[src/rtl/decoder_scan.sv]
// Registered 1-of-2^SEL_W decoder with enable, output polarity and an auto-scan sequencer.
// Every output comes from a flop; inputs sampled at an edge show up right after it.
module decoder_scan #(
   parameter int SEL_W      = 2,
   parameter int SCAN_DIV   = 4,
   parameter bit ACTIVE_LOW = 1'b0
) (
   input  logic                    clk,
   input  logic                    rst_n,
   input  logic                    en,
   input  logic                    mode,
   input  logic                    dir,
   input  logic                    load,
   input  logic [SEL_W-1:0]        sel,
   output logic [(1<<SEL_W)-1:0]   y,
   output logic [SEL_W-1:0]        idx,
   output logic                    step
);

   localparam int OUT_W = 1 << SEL_W;
   localparam int DIV_W = (SCAN_DIV > 1) ? $clog2(SCAN_DIV) : 1;
   localparam logic [DIV_W-1:0] DIV_LAST = DIV_W'(SCAN_DIV - 1);
   localparam logic [OUT_W-1:0] Y_OFF    = {OUT_W{ACTIVE_LOW}};

   typedef enum logic [1:0] {
      ST_IDLE   = 2'd0,
      ST_DIRECT = 2'd1,
      ST_SCAN   = 2'd2
   } state_t;

   state_t             state_q, state_d;
   logic [SEL_W-1:0]   idx_q, idx_d;
   logic [DIV_W-1:0]   div_q, div_d;
   logic               step_q, step_d;
   logic [OUT_W-1:0]   y_q, y_d;
   logic [OUT_W-1:0]   onehot_d;

   always_ff @(posedge clk) begin
      if (!rst_n) begin
         state_q <= ST_IDLE;
         idx_q   <= '0;
         div_q   <= '0;
         step_q  <= 1'b0;
         y_q     <= Y_OFF;
      end else begin
         state_q <= state_d;
         idx_q   <= idx_d;
         div_q   <= div_d;
         step_q  <= step_d;
         y_q     <= y_d;
      end
   end

   // State is chosen directly from en/mode each cycle; the actions below key off
   // the state being entered, with state_q only used to detect entry into SCAN.
   always_comb begin
      state_d = ST_IDLE;
      idx_d   = idx_q;
      div_d   = div_q;
      step_d  = 1'b0;

      if (en) begin
         state_d = mode ? ST_SCAN : ST_DIRECT;
      end

      unique case (state_d)
         ST_DIRECT: begin
            idx_d = sel;
            div_d = '0;
         end
         ST_SCAN: begin
            if (load) begin
               idx_d = sel;
               div_d = '0;
            end else if (state_q != ST_SCAN) begin
               div_d = '0;
            end else if (div_q == DIV_LAST) begin
               div_d  = '0;
               idx_d  = dir ? (idx_q - SEL_W'(1)) : (idx_q + SEL_W'(1));
               step_d = 1'b1;
            end else begin
               div_d = div_q + DIV_W'(1);
            end
         end
         default: begin
         end
      endcase
   end

   for (genvar gi = 0; gi < OUT_W; gi++) begin : g_dec
      assign onehot_d[gi] = (idx_d == SEL_W'(gi));
   end

   // Polarity is a plain XOR with the deasserted pattern.
   always_comb begin
      y_d = Y_OFF;
      if (state_d != ST_IDLE) begin
         y_d = onehot_d ^ Y_OFF;
      end
   end

   assign y    = y_q;
   assign idx  = idx_q;
   assign step = step_q;

endmodule
[config.mk]
export PLATFORM = sky130hd
export DESIGN_NAME = decoder_scan
export DESIGN_NICKNAME = d
export VERILOG_FILES = /design/src/rtl/decoder_scan.sv
export SDC_FILE = /design/constraint.sdc
export NUM_CORES = 1
export LEC_CHECK = 0
export BUFFER_PORTS_ARGS = -buffer_cell sky130_fd_sc_hd__buf_2
export CAP_MARGIN = 20
export CORE_AREA = 3 3 40 42
export CTS_CLUSTER_SIZE = 14
export DETAILED_ROUTE_END_ITERATION = 8
export DIE_AREA = 0 0 43 45
export PLACE_DENSITY_LB_ADDON = 0.12
export RECOVER_POWER = 100
export SKIP_CTS_REPAIR_TIMING = 1
export SYNTH_ARGS = -nofsm -noshare
export SYNTH_HDL_FRONTEND = slang
export SYNTH_SLANG_ARGS = --single-unit
[constraint.sdc]
create_clock -name clk -period 1.65 [get_ports clk]
set_input_delay 0.33 -clock clk [delete_from_list [all_inputs] [get_ports clk]]
set_output_delay 0.33 -clock clk [all_outputs]
set_load 0.05 [all_outputs]
==> results of run 1 <==
state kept, by name (all words and copies together), names as in the netlist:
signal	count
y	4
state_q	2
step	1
div_q	2
idx	2
layout make-up:
cell class	instances	area [µm²]
Clock buffer	3	22.5
Sequential cell	11	220
Tap cell	15	18.8
Clock inverter	1	5.00
Timing Repair Buffer	15	68.8
Fill cell	141	679
Multi-Input combinational cell	38	267
Inverter	1	3.75
metal layers:
layer  GRT usage  vias up
li1            -      218
met1       0.129      183
met2       0.159        9
met3      0.0677        0
met4      0.0181        0
met5           0        -
metrics by stage:
step	worst slack [ns]	std cells	utilization
after floorplan	0.0545	51	-
after global placement	0.161	80	0.457
after detailed placement	0.130	80	0.457
after CTS	0.114	84	0.478
after global routing	0.0477	84	0.471
final	0.131	84	0.471
report_power, final:
part	switching [µW]	internal, µW	total, µW	leakage, µW
Sequential	6.04	274	280	0.0000896
Combinational	51.4	27.4	78.8	0.000174
Clock	91.6	89.6	181	0.0000177
placed cells by master, fill, tap and decap left out:
cell,n
a21bo_2,1
a21boi_0,2
and2_1,2
and3_1,1
and3_2,1
buf_2,6
buf_4,1
clkbuf_1,7
clkbuf_2,1
clkbuf_4,3
clkinv_2,1
dfxtp_1,11
ha_1,1
inv_1,1
nand2_1,4
nand2b_1,3
nand3_1,1
nand3b_4,1
nand4_1,1
nor2_1,1
nor2b_1,4
nor3_1,3
nor3_2,1
nor3b_1,2
nor4_1,1
o2111a_1,1
o211a_1,1
o21a_1,1
o21ai_0,2
o22ai_1,1
xnor2_1,1
xor2_1,1
worst max-delay path, cell delays in order, from the launching register on:
cell	delay, ns
dfxtp_1	0.35
ha_1	0.22
nand3b_4	0.12
o211a_1	0.25
nor3_2	0.30
and3_2	0.23
worst paths after layout:
path                end  slack [ns]  cells past startpoint
min reg2reg    div_q[1]        0.49                      2
max                y[1]        0.13                      5
max reg2reg        y[1]        0.13                      5
min          state_q[0]        0.25                      2
cell families after synthesis:
logic type / after synthesis / synth area share
buffers and inverters: 2 / 0.0152
AND/OR/NAND/NOR: 26 / 0.337
adder cells (fa/ha/maj): 1 / 0.0253
flip-flops: 11 / 0.446
AO/OA/AOI/OAI: 9 / 0.142
XOR/XNOR: 2 / 0.0354
==> results by group, run 1 <==
Pwr
  – Worst vdd ir: 0.575 mV
  – PwrDens: 891 nW/µm²
  – Final Power: 540 µW
  – Pleak: 0.000281 µW

Floorplan
  – Rows: 13
  – Die area: 1940 µm²
  – Initial Util: 0.385
  – # IOs: 15
  – Die Height: 45 µm
  – Die W: 43 µm
  – Core area: 1280 µm²

Timing
  – Worst hold margin: 0.252 ns
  – Worst-margin pin slew: 0.597 ns
  – RSZ-0062 raised after global routing: false
  – Slew headroom: 0.603
  – Final setup viols: 0
  – Fin. Hold Viols: 0
  – Fin crit share: 0.921
  – Final min period: 1.52 ns
  – Final slew viol count: 0
  – Clock skew: 0.00122 ns
  – Max Freq: 0.658 GHz
  – Setup_tns: 0 ns

CTS
  – CTS Buf Count: 3
  – Clock latency at the later pin of the worst-skew pair: 0.26 ns
  – CTS root buffer: clkbuf_4
  – Htree depth: 1
  – Worst-path clk slew: 0.07 ns
  – CTS tree: built
  – Maximum clock path buffer count: 2
  – Sink Count: 11

Synthesis
  – Number of enable flip-flop cells after synthesis: 0
  – Ys flop type: dfxtp_1
  – Seq/Total Area, Yosys: 0.446
  – Yosys warns: 0
  – Most frequent cell after synthesis: dfxtp_1
  – Post-Syn Instances: 51
  – Synthesized cell area: 494 µm²
  – Synth unique cells: 27
  – Ys async rst share: 0
  – Top cells by area, synth: dfxtp_1, nor2b_1, nand3b_4
  – Synthesized net count: 60
  – Area fraction of the dominant cell type after synthesis: 0.446
  – Avg Cell Area, Syn: 9.69 µm²
  – Synthesized flop and latch total: 11
  – Synth top cells by count: dfxtp_1, nand2_1, nor2b_1
  – Cell taking the most area after synthesis: dfxtp_1

Worst setup path
  – Crit path required time: 1.86 ns
  – RR Startpoint: div_q[0]
  – Setup crit start kind: flip-flop
  – Worst setup EP type: flip-flop
  – CP Max Fanout: 6
  – Arrival time worst endpoint: 1.73 ns
  – Crit path from: div_q[0]
  – Setup CP Type: flip-flop to flip-flop

Route
  – Via density: 4.88
  – Metal2 WL: 431 µm
  – Remaining DRCs: 0
  – Total number of vias: 410
  – DR WL/cell: 11.3 µm
  – DRT iter0 DRCs: 5
  – Total Wirelength: 951 µm
  – M1 WL: 463 µm
  – Uppermost routed layer: met3
  – WL met3: 56 µm
  – Routed Antenna Nets: 0
  – Pre-antenna DRT Iters: 4

Global routing
  – First-pass GRT wire length: 1.50 mm
  – Number of global-route vias before repair: 348
  – Pin count of the biggest net entering global routing: 13
  – Initial antenna violation count: 0
  – Overflow after GRT: 0
  – Total track usage: 0.105

Run
  – Max-cap violations: 0

Final layout
  – Antenna cells: 0
  – Fin nets: 79
  – Area grow syn2layout: 22.5%
  – Design area: 606 µm²
  – Share of cells above drive strength 1: 0.232

Run status
  – Status: complete, no violations

Place
  – PortBufs: 14
  – RePlAce Congestion: 0.710
  – Placed Area: 587 µm²
  – Dpl hpwl: 741 µm

Min path
  – Worst min-delay path startpoint: mode
  – Min-delay worst type: primary input to flip-flop
No activity file was read; power rests on OpenSTA's default activity.
==> run 2: changes to the inputs <==
PLACE_DENSITY = 0.7   (was default)
PLACE_DENSITY_LB_ADDON = default   (was 0.12)
==> run 2 against run 1 <==
  * Non-clock buffer count stayed put
  * Critical path depth stayed put
  * Sequential share of layout area is 0.30 points lower
  * Via count is 0.24% lower
  * Register-to-register slack hardly changed
  * Worst hold slack worse by 0.0014 ns
  * Design area is 0.83% higher
  * Sequential power hardly changed
  * Utilization is 0.39 points higher
  * Clock skew is 0.00059 ns lower
  * Setup slack better by 0.0054 ns
==> results by group, run 2 (same netlist as run 1, synthesis figures left out) <==
Worst setup path
  – Crit path required time: 1.86 ns
  – CP Max Fanout: 6
  – Flop-to-flop setup slack: 0.14 ns
  – Setup CP Type: flip-flop to flip-flop
  – Setup crit start kind: flip-flop
  – Arrival time worst endpoint: 1.73 ns
  – Worst setup EP type: flip-flop

Pwr
  – Internal Power: 395 µW
  – Sequential power share: 0.516
  – PwrDens: 887 nW/µm²
  – Switch Pwr: 147 µW
  – Combinational share of power: 0.146
  – Worst vdd ir: 0.375 mV
  – Pleak: 0.000279 µW
  – Clock network power share: 0.338
  – Switch share: 0.271

Route
  – Routed Antenna Nets: 0
  – Remaining DRCs: 0
  – DR WL/cell: 10.8 µm
  – Total Wirelength: 903 µm
  – Total number of vias: 409
  – Pre-antenna DRT Iters: 2
  – Via density: 4.87
  – DRT iter0 DRCs: 2

Floorplan
  – Core area: 1280 µm²
  – Initial Util: 0.385
  – Rows: 13
  – Die Height: 45 µm
  – Die area: 1940 µm²
  – # IOs: 15
  – Die W: 43 µm

Final layout
  – Most common cell after layout, fill and taps aside: dfxtp_1
  – Non-filler cells, final: 84
  – Commonest non-fill, non-tap cells in the layout: dfxtp_1, clkbuf_1, buf_2
  – Max reg flops: 4
  – Fill cell count: 143
  – Fin nets: 79
  – Share of cells above drive strength 1: 0.232
  – Antenna cells: 0
  – Area grow syn2layout: 23.5%

CTS
  – Worst-path clk slew: 0.07 ns
  – CTS tree: built
  – CTS root buffer: clkbuf_4
  – CTS Buf Count: 3
  – Sink Count: 11
  – Htree depth: 1
  – Maximum clock path buffer count: 2
  – Clock latency at the later pin of the worst-skew pair: 0.26 ns

Global routing
  – Overflow after GRT: 0
  – Number of global-route vias before repair: 381
  – Pin count of the biggest net entering global routing: 13
  – First-pass GRT wire length: 1.59 mm
  – Initial antenna violation count: 0
  – Total track usage: 0.111

Timing
  – Final min period: 1.51 ns
  – Worst-margin pin slew: 0.592 ns
  – Setup_tns: 0 ns
  – Fin crit share: 0.918
  – Slew headroom: 0.607
  – Final setup viols: 0
  – RSZ-0062 raised after global routing: false
  – Clock skew: 0.000630 ns
  – Max Freq: 0.660 GHz
  – Fin. Hold Viols: 0
  – Final slew viol count: 0

Run
  – Max-cap violations: 0

Place
  – Placed cells: 80
  – PortBufs: 14
  – RePlAce Congestion: 0.769
  – Dpl hpwl: 697 µm

Run status
  – Status: complete, no violations

Min path
  – Min-delay worst type: primary input to flip-flop
==> run 2: critical path, stage by stage (launching register included) <==
cell      delay [ns]
dfxtp_1         0.34
ha_1            0.22
nand3b_4        0.13
o211a_1         0.25
nor3_2          0.30
o2111a_1        0.23
==> run 2: area by class of cell <==
cell class,count,area [µm²],share of cell area
Clock buffer,4,26.3,0.0430
Timing Repair Buffer,15,68.8,0.113
Tap cell,15,18.8,0.0307
Inverter,1,3.75,0.00615
Multi-Input combinational cell,38,273,0.447
Sequential cell,11,220,0.361
==> run 2: power by group through the flow <==
stage / logic, µW / clock network (µW) / registers (µW)
3_3_place_gp: 79.9 / 0 / 285
6_report: 79.4 / 183 / 279
5_1_grt: 86.7 / 204 / 280
4_1_cts: 80.2 / 189 / 279
2_1_floorplan: 33.3 / 0 / 307
3_5_place_dp: 80.0 / 0 / 285
==> run 2: per-layer routing <==
layer | part of all wire | up-vias | GRT usage
met3 | 0.074 | 2 | 0.0598
met2 | 0.43 | 11 | 0.156
met4 | 0.0089 | 0 | 0.0361
li1 | - | 219 | -
met5 | 0 | - | 0
met1 | 0.48 | 177 | 0.146
==> run 2: path summary, 6_finish.rpt <==
kind	endpoint	from	cells after the start
worst max-delay path	y[0]	div_q[0]	5
worst max register to register	y[0]	div_q[0]	5
worst min-delay path	step	load	2
worst min register to register	div_q[1]	div_q[1]	2
==> run 2: per-stage QoR <==
stage	power (µW)	hold slack, ns	instance area, µm²	util	setup WS, ns
after floorplan	340	0.402	494	-	0.0545
after global placement	365	0.476	587	0.457	0.183
after detailed placement	365	0.491	587	0.457	0.149
after CTS	548	0.242	613	0.477	0.132
after global routing	571	0.240	611	0.475	0.0267
final	542	0.251	611	0.475	0.136
